### src/rtl/io_bus_responder.sv
// io_bus_responder: single-cycle-latency CPU bus slave exposing an LED
// register, debounced switch status, a free-running cycle counter and a
// sticky switch-change flag.
module io_bus_responder #(
    parameter int DEBOUNCE = 4
) (
    input  logic        clk,
    input  logic        rst,
    input  logic        req,
    input  logic        we,
    input  logic [5:0]  addr,
    input  logic [31:0] wdata,
    input  logic [1:0]  sw,
    output logic [31:0] rdata,
    output logic        ack,
    output logic [7:0]  led
);

    localparam logic [5:0] ADDR_LED  = 6'h20;
    localparam logic [5:0] ADDR_SW   = 6'h21;
    localparam logic [5:0] ADDR_CYC  = 6'h22;
    localparam logic [5:0] ADDR_FLAG = 6'h23;
    localparam logic [7:0] DB_LAST   = 8'(DEBOUNCE - 1);

    typedef enum logic {
        IDLE = 1'b0,
        RESP = 1'b1
    } state_t;

    state_t      state;
    state_t      state_nxt;
    logic        take;
    logic        wr_led;
    logic        wr_cyc;
    logic        clr_flag;
    logic        db_done;
    logic [31:0] rd_mux;
    logic [1:0]  sw_meta;
    logic [1:0]  sw_sync;
    logic [1:0]  sw_stable;
    logic [7:0]  db_cnt;
    logic        chg_flag;
    logic [31:0] cyc_cnt;
    logic        unused_wdata;

    // Only the LED byte and the flag-clear bit of the write data are used.
    assign unused_wdata = ^wdata[31:8];

    // A request is taken only from IDLE; the RESP cycle ignores req.
    assign wr_led   = take & we & (addr == ADDR_LED);
    assign wr_cyc   = take & we & (addr == ADDR_CYC);
    assign clr_flag = take & we & (addr == ADDR_FLAG) & wdata[0];
    assign db_done  = (sw_sync != sw_stable) && (db_cnt == DB_LAST);

    // Bus FSM state register.
    always_ff @(posedge clk) begin
        if (rst) state <= IDLE;
        else     state <= state_nxt;
    end

    // Bus FSM next state; ack is high for the whole RESP cycle.
    always_comb begin
        state_nxt = state;
        ack       = 1'b0;
        take      = 1'b0;
        case (state)
            IDLE: begin
                if (req) begin
                    take      = 1'b1;
                    state_nxt = RESP;
                end
            end
            RESP: begin
                ack       = 1'b1;
                state_nxt = IDLE;
            end
            default: state_nxt = IDLE;
        endcase
    end

    // Read decode from register values as they stand before the sampling edge.
    always_comb begin
        rd_mux = 32'h0;
        case (addr)
            ADDR_LED:  rd_mux = {24'h0, led};
            ADDR_SW:   rd_mux = {30'h0, sw_stable};
            ADDR_CYC:  rd_mux = cyc_cnt;
            ADDR_FLAG: rd_mux = {31'h0, chg_flag};
            default:   rd_mux = 32'h0;
        endcase
    end

    // Read data is captured on the sampling edge and zero in every other cycle.
    always_ff @(posedge clk) begin
        if (rst)             rdata <= 32'h0;
        else if (take && !we) rdata <= rd_mux;
        else                 rdata <= 32'h0;
    end

    // LED register drives the board pins directly.
    always_ff @(posedge clk) begin
        if (rst)         led <= 8'h00;
        else if (wr_led) led <= wdata[7:0];
    end

    // Two-flop synchronizer for the asynchronous switches.
    always_ff @(posedge clk) begin
        if (rst) begin
            sw_meta <= 2'b00;
            sw_sync <= 2'b00;
        end else begin
            sw_meta <= sw;
            sw_sync <= sw_meta;
        end
    end

    // Debounce: accept a new switch value once it has differed for DEBOUNCE cycles.
    always_ff @(posedge clk) begin
        if (rst) begin
            db_cnt    <= 8'h00;
            sw_stable <= 2'b00;
        end else if (sw_sync == sw_stable) begin
            db_cnt    <= 8'h00;
        end else if (db_done) begin
            db_cnt    <= 8'h00;
            sw_stable <= sw_sync;
        end else begin
            db_cnt    <= db_cnt + 8'h01;
        end
    end

    // Sticky change flag; a debounce completion beats a same-edge clear.
    always_ff @(posedge clk) begin
        if (rst)           chg_flag <= 1'b0;
        else if (db_done)  chg_flag <= 1'b1;
        else if (clr_flag) chg_flag <= 1'b0;
    end

    // Free-running cycle counter; a write clears it in place of the increment.
    always_ff @(posedge clk) begin
        if (rst)         cyc_cnt <= 32'h0;
        else if (wr_cyc) cyc_cnt <= 32'h0;
        else             cyc_cnt <= cyc_cnt + 32'h1;
    end

endmodule
### config.mk
export PLATFORM = sky130hd
export DESIGN_NAME = io_bus_responder
export DESIGN_NICKNAME = d
export VERILOG_FILES = /design/src/rtl/io_bus_responder.sv
export SDC_FILE = /design/constraint.sdc
export NUM_CORES = 1
export LEC_CHECK = 0
export ABC_AREA = 1
export CAP_MARGIN = 20
export CELL_PAD_IN_SITES_DETAIL_PLACEMENT = 0
export CELL_PAD_IN_SITES_GLOBAL_PLACEMENT = 2
export CORE_MARGIN = 2
export CORE_UTILIZATION = 25
export DETAILED_ROUTE_END_ITERATION = 8
export MAX_ROUTING_LAYER = met4
export PLACE_DENSITY = 0.82
export SLEW_MARGIN = 15
export SYNTH_ARGS = -nofsm -noshare
export SYNTH_HDL_FRONTEND = slang
export SYNTH_SLANG_ARGS = --single-unit
### constraint.sdc
create_clock -name clk -period 1.24 [get_ports clk]
set_input_delay 0.186 -clock clk [delete_from_list [all_inputs] [get_ports clk]]
set_output_delay 0.186 -clock clk [all_outputs]
set_load 0.02 [all_outputs]
==> impl_metrics.env <==
export IMPL_outcome="finished, violations left"
export IMPL_violations="setup timing"
export IMPL_std_cell_rows=44
export IMPL_dr_total_vias=3771
export IMPL_instances_no_fill=872
export IMPL_ant_nets=0
export IMPL_yosys_top_cells_area="dfxtp_1 (47%), nand2_1 (12%), nor2_1 (11%), inv_1 (5.3%), nor2_4 (2.7%)"
export IMPL_irDropWorstVdd_uv=619
export IMPL_drc=0
export IMPL_cts_made_buffers=9
export IMPL_clockBufferDepth=2
export IMPL_crit_required_ns=1.52
export IMPL_end_kind="flop"
export IMPL_synth_top_cell_area_share_pct=46.7
export IMPL_hp_start="addr[4]"
export IMPL_final_seq_area_um2=1820
export IMPL_cts_tree="built"
export IMPL_setup_slack_ns=-0.0806
export IMPL_finish_utilization_pct=43.7
export IMPL_arrival_ns=1.60
export IMPL_final_setup_skew_ns=0.0105
export IMPL_max_stage_delay_ns=0.38
export IMPL_post_route_period_util_pct=107
export IMPL_grt_max_degree=24
export IMPL_nFillCells=1489
export IMPL_tightest_slew_ns=0.437
export IMPL_fin_nets=729
export IMPL_crit_family="simple AND/OR/NAND/NOR gates"
export IMPL_wire_per_inst_um=13.1
export IMPL_grt_pass1_wl_mm=17.9
export IMPL_postSynthAreaPerCell_um2=7.28
export IMPL_reg2reg_depth=7
export IMPL_startpoint_type="flop"
export IMPL_cp_cell_sequence="ha_4 > nand2_4 > nor2_4 > nand3_2 > nor2_4 > a21oi_1 > nor2_1"
export IMPL_place_inst=837
export IMPL_crit_fanout=3
export IMPL_hold_end="rdata[4]$_SDFF_PP0_"
export IMPL_timing_worst_setup_path_type="flop to flop"
export IMPL_coreArea_um2=14600
export IMPL_syn2layout_area_growth_pct=69.9
export IMPL_cp_slowest_cell="dfxtp_4"
export IMPL_synthesis_area_um2=3770
export IMPL_worst_hold_slack_ns=0.319
export IMPL_reg2reg_from="cyc_cnt[1]$_SDFF_PP0_"
export IMPL_dpl_instance_area_um2=5250
export IMPL_crit_buf_inv=0
export IMPL_antenna_found_initial=0
export IMPL_power_density_nw_per_um2=919
export IMPL_clockRootBuffer="clkbuf_16"
export IMPL_insertion_delay_ns=0.35
export IMPL_multiInputGateArea_um2=2360
export IMPL_first_pass_iters=4
export IMPL_finalHoldViolations=0
export IMPL_hold_depth=5
export IMPL_ys_seq_area_share_pct=46.7
export IMPL_first_iter_violations=105
export IMPL_ys_warn_count=0
export IMPL_drv_slew=0
export IMPL_fmax_ghz=0.757
export IMPL_regToRegEndpoint="cyc_cnt[26]$_SDFF_PP0_"
export IMPL_hold_class="input pin to flop"
export IMPL_boundaryPins=85
export IMPL_die_x_um=127
export IMPL_die_area_um2=16100
export IMPL_viasPerCell=4.32
export IMPL_finalCriticalPeriod_ns=1.32
export IMPL_crit_path_frequent_cell="nor2_4"
export IMPL_reg2reg_slack_ns=-0.08
export IMPL_dpl_hpwl_mm=8.09
export IMPL_cts_sinks=88
export IMPL_power_leakage_nw=2.69
export IMPL_clkTransAtPathRegs_ns=0.07
export IMPL_drive_gt1_share_pct=43.6
export IMPL_rsz0062_at_grt="true"
export IMPL_ys_ff_latch=88
export IMPL_slew_headroom_pct=70.9
export IMPL_grt_overflow_total=0
export IMPL_finalSetupViolCount=17
export IMPL_max_cap_violations=0
export IMPL_synth_top_area_cell="dfxtp_1"
export IMPL_start_util_pct=25.7
export IMPL_wl_mm=11.4
export IMPL_synth_cell_types=31
export IMPL_grt_use_total_pct=14.6
export IMPL_cts_htree_levels=3
export IMPL_die_y_um=127
export IMPL_grt_pass1_vias=3784
export IMPL_syn_nets=564
export IMPL_diodes=0
export IMPL_fin_area_um2=6400
export IMPL_synth_cells=518
export IMPL_routabilityCongestion=0.843
export IMPL_port_buffers=60
-- sequential cells by signal, summed over array words and instances (netlist names) --
register,cells
cyc_cnt,32
rdata,32
db_cnt,8
led,8
sw_meta,2
sw_stable,2
sw_sync,2
chg_flag,1
state,1
-- final cells by class --
type,instances,area share (%)
Timing Repair Buffer,164,23.1
Sequential cell,88,28.5
Multi-Input combinational cell,364,36.9
Tap cell,184,3.60
Clock buffer,11,3.95
Inverter,56,3.40
Clock inverter,5,0.606
-- per-stage QoR --
stage	setup WS, ns	setup TNS [ns]	power (mW)
after CTS	-0.101	-0.440	5.93
after global routing	-0.174	-2.69	6.10
after global placement	-0.416	-25.19	3.21
after detailed placement	-0.400	-25.59	3.21
final	-0.0806	-0.584	5.88
after floorplan	0.0221	0	3.04
-- cells in the mapped netlist, drive strengths merged --
| master | n |
|---|---|
| nand2 | 129 |
| nor2 | 127 |
| dfxtp | 88 |
| inv | 56 |
| a21oi | 22 |
| nand3 | 21 |
| nor3 | 21 |
| o21ai | 15 |
| buf | 7 |
| nand4 | 7 |
| xor2 | 7 |
| xnor2 | 5 |
| a22oi | 3 |
| clkbuf | 3 |
| ha | 2 |
| and2 | 1 |
| nand3b | 1 |
| nor3b | 1 |
| o21bai | 1 |
| or2 | 1 |
-- cells in the final DEF (no fill, tap or decap), types with 13 or more instances in the layout --
cell type and count:
a21oi_1 14, buf_4 85, clkdlybuf4s50_1 13, dfxtp_1 62, dfxtp_2 15, dlygate4sd2_1 32
inv_1 52, nand2_1 84, nand2_2 35, nor2_1 74, nor2_2 18, nor2_4 35
nor3_2 14
-- power by group --
part | total (mW) | internal, mW | switching, mW
Combinational | 0.388 | 0.209 | 0.179
Clock | 2.65 | 1.48 | 1.17
Sequential | 2.85 | 2.83 | 0.0208
Total | 5.88 | 4.51 | 1.37
-- logic make-up (layout without fill, tap and decap cells) --
group                    Yosys count  after routing  share of synthesized area (%)
AND/OR/NAND/NOR                  309            309                           36.8
flip-flops                        88             88                           46.7
buffers and inverters             66            236                           7.10
AO/OA/AOI/OAI                     41             41                           5.91
XOR/XNOR                          12             12                           2.79
adder cells (fa/ha/maj)            2              2                          0.664
-- how the worst max path moves through the flow --
stage / cells after the start / slack [ns] / endpoint / startpoint
global route: 8 / -0.17 / cyc_cnt[18]$_SDFF_PP0_ / cyc_cnt[1]$_SDFF_PP0_
CTS: 7 / -0.10 / cyc_cnt[26]$_SDFF_PP0_ / cyc_cnt[0]$_SDFF_PP0_
global placement: 7 / -0.42 / rdata[30]$_SDFF_PP0_ / addr[5]
floorplan: 6 / 0.02 / rdata[11]$_SDFF_PP0_ / state$_SDFF_PP0_
finish: 7 / -0.08 / cyc_cnt[26]$_SDFF_PP0_ / cyc_cnt[1]$_SDFF_PP0_
detailed placement: 7 / -0.40 / rdata[30]$_SDFF_PP0_ / addr[5]
-- per-layer routing --
layer  track usage, %  part of all wire [%]  wire (um)
met5                -                     0          0
met4             4.07                   1.7        195
met3             3.84                   4.0        460
met2             25.1                    51       5840
met1             17.0                    43       4920
-- worst min-delay path, cell delays in order --
cell and delay (ns):
dlymetal6s2s_1 0.12, nor2_2 0.06, buf_4 0.13, nand3_4 0.09, a21oi_1 0.04
-- timing repair --
item / 4_1_cts / 5_1_grt
setup buffers: 12 / 6
hold buffers: 0 / 0
hold endpoints to repair: 0 / 0
pin swaps: 35 / 52
resized for setup: 148 / 129
endpoints found under the setup margin: 85 / 76
gates cloned: 1 / 3
No activity file was read; power rests on OpenSTA's default activity.
